**src/rtl/pc_unit_pkg.sv**
```systemverilog
// Shared types and default vectors for the program-counter unit.
// Optional return-address stack is enabled by defining RAS_EN.
package pc_unit_pkg;

  typedef enum logic [2:0] {
    SRC_RESET,
    SRC_LOAD,
    SRC_TRAP,
    SRC_HOLD,
    SRC_RET,
    SRC_REDIR,
    SRC_INC
  } src_e;

  localparam int DEF_RESET_VEC = 'h00;
  localparam int DEF_TRAP_VEC  = 'hF0;

endpackage

```
**src/rtl/pc_unit_ras.sv**
```systemverilog
// Return-address stack: circular buffer with write pointer sp and
// occupancy count; a push onto a full stack overwrites the oldest entry.
module pc_ras #(
  parameter int PC_W  = 8,
  parameter int DEPTH = 4
) (
  input  logic            clk,
  input  logic            reset,
  input  logic            push,
  input  logic            pop,
  input  logic [PC_W-1:0] push_val,
  output logic [PC_W-1:0] top,
  output logic            empty,
  output logic            full,
  output logic            ovf
);

  localparam int SW = $clog2(DEPTH);
  localparam int CW = SW + 1;
  localparam logic [CW-1:0] FULL_CNT = CW'(DEPTH);

  logic [PC_W-1:0] mem_q [DEPTH];
  logic [SW-1:0]   sp_q, sp_d;
  logic [CW-1:0]   cnt_q, cnt_d;
  logic            empty_q, full_q;
  logic            ovf_q, ovf_d;

  always_comb begin
    sp_d  = sp_q;
    cnt_d = cnt_q;
    ovf_d = ovf_q;
    if (push) begin
      sp_d = sp_q + SW'(1);
      if (cnt_q == FULL_CNT) ovf_d = 1'b1;
      else                   cnt_d = cnt_q + CW'(1);
    end else if (pop && cnt_q != '0) begin
      sp_d  = sp_q - SW'(1);
      cnt_d = cnt_q - CW'(1);
    end
  end

  always_ff @(posedge clk) begin
    if (reset) begin
      sp_q    <= '0;
      cnt_q   <= '0;
      empty_q <= 1'b1;
      full_q  <= 1'b0;
      ovf_q   <= 1'b0;
    end else begin
      sp_q    <= sp_d;
      cnt_q   <= cnt_d;
      empty_q <= (cnt_d == '0);
      full_q  <= (cnt_d == FULL_CNT);
      ovf_q   <= ovf_d;
    end
  end

  // Entry contents need no reset; only sp/cnt define validity.
  always_ff @(posedge clk) begin
    if (push && !reset) mem_q[sp_q] <= push_val;
  end

  assign top   = mem_q[sp_q - SW'(1)];
  assign empty = empty_q;
  assign full  = full_q;
  assign ovf   = ovf_q;

endmodule

```
**src/rtl/pc_unit.sv**
```systemverilog
// Fetch PC register with fixed-priority next-PC selection.
// Define RAS_EN to build the return-address stack (call/ret support).
module pc_unit
  import pc_unit_pkg::*;
#(
  parameter int              PC_W      = 8,
  parameter int              STEP      = 1,
  parameter logic [PC_W-1:0] RESET_VEC = PC_W'(DEF_RESET_VEC),
  parameter logic [PC_W-1:0] TRAP_VEC  = PC_W'(DEF_TRAP_VEC),
  parameter int              RAS_DEPTH = 4
) (
  input  logic            clk,
  input  logic            reset,
  input  logic            load,
  input  logic [PC_W-1:0] load_val,
  input  logic            trap,
  input  logic            stall,
  input  logic            redirect,
  input  logic [PC_W-1:0] redirect_target,
  input  logic            call,
  input  logic            ret,
  output logic [PC_W-1:0] pc,
  output logic [PC_W-1:0] pc_next,
  output logic            ras_empty,
  output logic            ras_full,
  output logic            ras_ovf
);

  logic [PC_W-1:0] pc_q, pc_d;
  logic [PC_W-1:0] pc_inc;
  logic [PC_W-1:0] ras_top;
  logic            ras_empty_w;
  logic            ret_en, call_en;
  src_e            src;

  assign pc_inc = pc_q + PC_W'(STEP);

`ifdef RAS_EN
  logic ras_push, ras_pop;

  assign ret_en   = ret;
  assign call_en  = call;
  assign ras_push = (src == SRC_REDIR) && call_en;
  assign ras_pop  = (src == SRC_RET) && !ras_empty_w;

  pc_ras #(
    .PC_W  (PC_W),
    .DEPTH (RAS_DEPTH)
  ) u_ras (
    .clk      (clk),
    .reset    (reset),
    .push     (ras_push),
    .pop      (ras_pop),
    .push_val (pc_inc),
    .top      (ras_top),
    .empty    (ras_empty_w),
    .full     (ras_full),
    .ovf      (ras_ovf)
  );
`else
  logic unused_ras;

  assign ret_en      = 1'b0;
  assign call_en     = 1'b0;
  assign ras_top     = '0;
  assign ras_empty_w = 1'b1;
  assign ras_full    = 1'b0;
  assign ras_ovf     = 1'b0;
  assign unused_ras  = ^{call, ret, call_en};
`endif

  always_comb begin
    if (reset)         src = SRC_RESET;
    else if (load)     src = SRC_LOAD;
    else if (trap)     src = SRC_TRAP;
    else if (stall)    src = SRC_HOLD;
    else if (ret_en)   src = SRC_RET;
    else if (redirect) src = SRC_REDIR;
    else               src = SRC_INC;
  end

  always_comb begin
    pc_d = pc_inc;
    unique case (src)
      SRC_RESET: pc_d = RESET_VEC;
      SRC_LOAD:  pc_d = load_val;
      SRC_TRAP:  pc_d = TRAP_VEC;
      SRC_HOLD:  pc_d = pc_q;
      // Return with nothing on the stack degrades to an increment.
      SRC_RET:   pc_d = ras_empty_w ? pc_inc : ras_top;
      SRC_REDIR: pc_d = redirect_target;
      SRC_INC:   pc_d = pc_inc;
      default:   pc_d = pc_inc;
    endcase
  end

  always_ff @(posedge clk) begin
    if (reset) pc_q <= RESET_VEC;
    else       pc_q <= pc_d;
  end

  assign pc        = pc_q;
  assign pc_next   = pc_d;
  assign ras_empty = ras_empty_w;

endmodule

```
**config.mk**
```make
export PLATFORM = sky130hd
export DESIGN_NAME = pc_unit
export DESIGN_NICKNAME = d
export VERILOG_FILES = /design/src/rtl/pc_unit_pkg.sv /design/src/rtl/pc_unit_ras.sv /design/src/rtl/pc_unit.sv
export SDC_FILE = /design/constraint.sdc
export NUM_CORES = 1
export LEC_CHECK = 0
export BUFFER_PORTS_ARGS = -buffer_cell sky130_fd_sc_hd__buf_2
export CAP_MARGIN = 20
export CORE_MARGIN = 4
export CORE_UTILIZATION = 35
export CTS_CLUSTER_SIZE = 24
export DETAILED_ROUTE_END_ITERATION = 10
export PLACE_DENSITY = 0.75
export RECOVER_POWER = 100
export SETUP_SLACK_MARGIN = 0.02
export SYNTH_ARGS = -nofsm -noshare
export SYNTH_HDL_FRONTEND = slang
export SYNTH_SLANG_ARGS = --single-unit
```
**constraint.sdc**
```tcl
create_clock -name clk -period 1.35 [get_ports clk]
set_clock_uncertainty 0.2 [all_clocks]
set_input_delay 0.2025 -clock clk [delete_from_list [all_inputs] [get_ports clk]]
set_output_delay 0.2025 -clock clk [all_outputs]
set_load 0.01 [all_outputs]
```
==> flow_metrics.env <==
export IMPL_status="finished with violations"
export IMPL_violations="setup timing"
export IMPL_final_max_slew_violation_count=0
export IMPL_final_common_cell="buf_2"
export IMPL_fin_crit_sh_pct=138
export IMPL_routed_wl_mm=2.70
export IMPL_clockBufferDepth=2
export IMPL_grt_usage_pct=20.2
export IMPL_r2r_start="pc[4]"
export IMPL_start_util_pct=38.2
export IMPL_synth_top_area_share_pct=23.5
export IMPL_avgSynthCellArea_um2=7.84
export IMPL_drtIter0Drc=11
export IMPL_peakVddDrop_mv=0.576
export IMPL_clkTransAtPathRegs_ns=0.06
export IMPL_clk_insertion_delay_late_ns=0.27
export IMPL_arrival_ns=1.46
export IMPL_cts_buffers=3
export IMPL_final_nets=177
export IMPL_instances_no_fill=176
export IMPL_yosys_top_cells_area="dfxtp_1, a21oi_1, a21boi_0"
export IMPL_grt_pass1_vias=949
export IMPL_ant_nets=0
export IMPL_grt_setup_unrepaired="yes"
export IMPL_coreArea_um2=1780
export IMPL_layout_drive_gt1_share_pct=67.5
export IMPL_dpl_cell_count=167
export IMPL_num_rows=15
export IMPL_powerDensity_nw_per_um2=649
export IMPL_die_area_um2=2720
export IMPL_wire_per_inst_um=15.3
export IMPL_top_layer="met4"
export IMPL_ff2ff_setup_slack_ns=-0.03
export IMPL_worstRegToRegCells=5
export IMPL_r2r_end="pc[4]"
export IMPL_hold_depth=3
export IMPL_setup_violations=10
export IMPL_cp_start_kind="flip-flop"
export IMPL_synth_distinct_cells=29
export IMPL_grt_pass1_wl_mm=4.08
export IMPL_postSynthCellCount=87
export IMPL_hold_violations=0
export IMPL_wl_met3_um=183
export IMPL_port_buffers=37
export IMPL_yosysSeqAreaShare_pct=23.5
export IMPL_min_to="pc[4]"
export IMPL_hp_class="in -> reg"
export IMPL_largest_reg_flops=8
export IMPL_mostFrequentLayoutCells="buf_2, buf_4, a21oi_1"
export IMPL_cap_violations=0
export IMPL_drt_first_pass_iters=4
export IMPL_min_period_ns=1.87
export IMPL_cp_max_fo=3
export IMPL_io_pins=43
export IMPL_layout_setup_ws_ns=-0.517
export IMPL_grt_overflow_total=0
export IMPL_n_antenna_cell=0
export IMPL_critPathCaptureType="output port"
export IMPL_dr_wl_met2_mm=1.37
export IMPL_crit_type="reg -> out"
export IMPL_die_w_um=52.1
export IMPL_wl_met1_mm=1.05
export IMPL_synth_seq_cells=8
export IMPL_gp_congestion=0.807
export IMPL_fmax_ghz=0.535
export IMPL_areaGrowthSynthToFinish_pct=88.6
export IMPL_synth_area_leader_cell="dfxtp_1"
export IMPL_drt_vias_per_instance=5.31
export IMPL_netlist_area_um2=682
export IMPL_route_vias_total=934
export IMPL_required_ns=0.95
export IMPL_die_y_um=52.1
export IMPL_cts_tree="done"
export IMPL_cts_root_buffer="clkbuf_4"
export IMPL_grt_start_max_net_pins=13
export IMPL_htreeDepth=1
export IMPL_worstHoldStart="reset"
export IMPL_p_leak_nw=0.585
export IMPL_ys_warnings_count=0
export IMPL_total_power_w=0.000834
export IMPL_cts_num_sinks=8
export IMPL_route_detailed_drc=0
export IMPL_preCtsSetupSlack_ns=-0.396
export IMPL_nFillCells=140
export IMPL_dp_hpwl_mm=1.82
export IMPL_fin_util_pct=72.1
export IMPL_antenna_found_initial=0
[area by class of cell]
| type | count | area (µm²) | area share (%) |
|---|---|---|---|
| Clock buffer | 4 | 26.3 | 2.04 |
| Inverter | 4 | 15.0 | 1.17 |
| Multi-Input combinational cell | 69 | 616 | 47.9 |
| Sequential cell | 8 | 176 | 13.7 |
| Tap cell | 25 | 31.3 | 2.43 |
| Timing Repair Buffer | 66 | 422 | 32.8 |
[how the worst max path moves through the flow]
stage / slack [ns] / from / endpoint
3_5_place_dp: -0.40 / stall / pc_next[3]
3_3_place_gp: -0.33 / stall / pc_next[0]
4_1_cts: -0.50 / pc[0] / pc_next[4]
2_1_floorplan: -0.12 / stall / pc_next[4]
6_report: -0.52 / pc[2] / pc_next[5]
5_1_grt: -0.61 / pc[2] / pc_next[6]
[Yosys cell counts, drive strengths merged]
master and n:
a211oi 2, a21boi 8, a21oi 13, a221o 1, a311oi 2, a32oi 1
and2 1, and3 2, buf 6, clkbuf 1, conb 2, dfxtp 8
ha 1, inv 4, nand2 3, nand3 5, nor2 1, nor2b 2
nor3 2, nor4 1, nor4bb 4, o21ai 8, o31ai 1, or2 1
or2b 1, xnor2 1, xor2 5
[worst max-delay path: stages (launching register included)]
cell and delay (ns):
dfxtp_2 0.34, buf_4 0.12, and3_4 0.19, nand3_2 0.10, xor2_2 0.16, a21oi_2 0.14, buf_2 0.15
[power by group]
| part | total, W | leakage [nW] | switching, W | internal, W |
|---|---|---|---|---|
| clock network | 0.000219 | 0.0150 | 0.000105 | 0.000115 |
| registers | 0.000276 | 0.0695 | 0.0000209 | 0.000255 |
| logic | 0.000339 | 0.500 | 0.000162 | 0.000177 |
[metrics by stage]
| stage | TNS, ns | instance area (µm²) | hold slack, ns |
|---|---|---|---|
| 2_1_floorplan | -0.679 | 783 | 0.202 |
| 3_3_place_gp | -3.51 | 1100 | 0.385 |
| 3_5_place_dp | -4.35 | 1100 | 0.387 |
| 4_1_cts | -3.72 | 1190 | 0.103 |
| 5_1_grt | -4.93 | 1290 | 0.138 |
| 6_report | -3.80 | 1290 | 0.126 |
[metal layers]
metal | vias up | global-route usage (%)
met5 | - | 0
met2 | 39 | 34.3
met3 | 13 | 6.59
li1 | 442 | -
met4 | 0 | 11.1
met1 | 440 | 22.0
[repair_timing]
item | CTS | global route
resized for setup | 14 | 16
setup buffers | 2 | 3
endpoints found under the setup margin | 16 | 18
cloned | 0 | 0
hold buffers | 0 | 0
pin swaps | 5 | 8
[cell families after synthesis]
kind of cell             share of synthesized area (%)
other                                             1.10
AND/OR/NAND/NOR                                   23.3
buffers and inverters                             9.72
flip-flops                                        23.5
adder cells (fa/ha/maj)                           1.83
XOR/XNOR                                          7.71
AO/OA/AOI/OAI                                     32.8
Note: power is estimated with default switching activity, not from simulation.
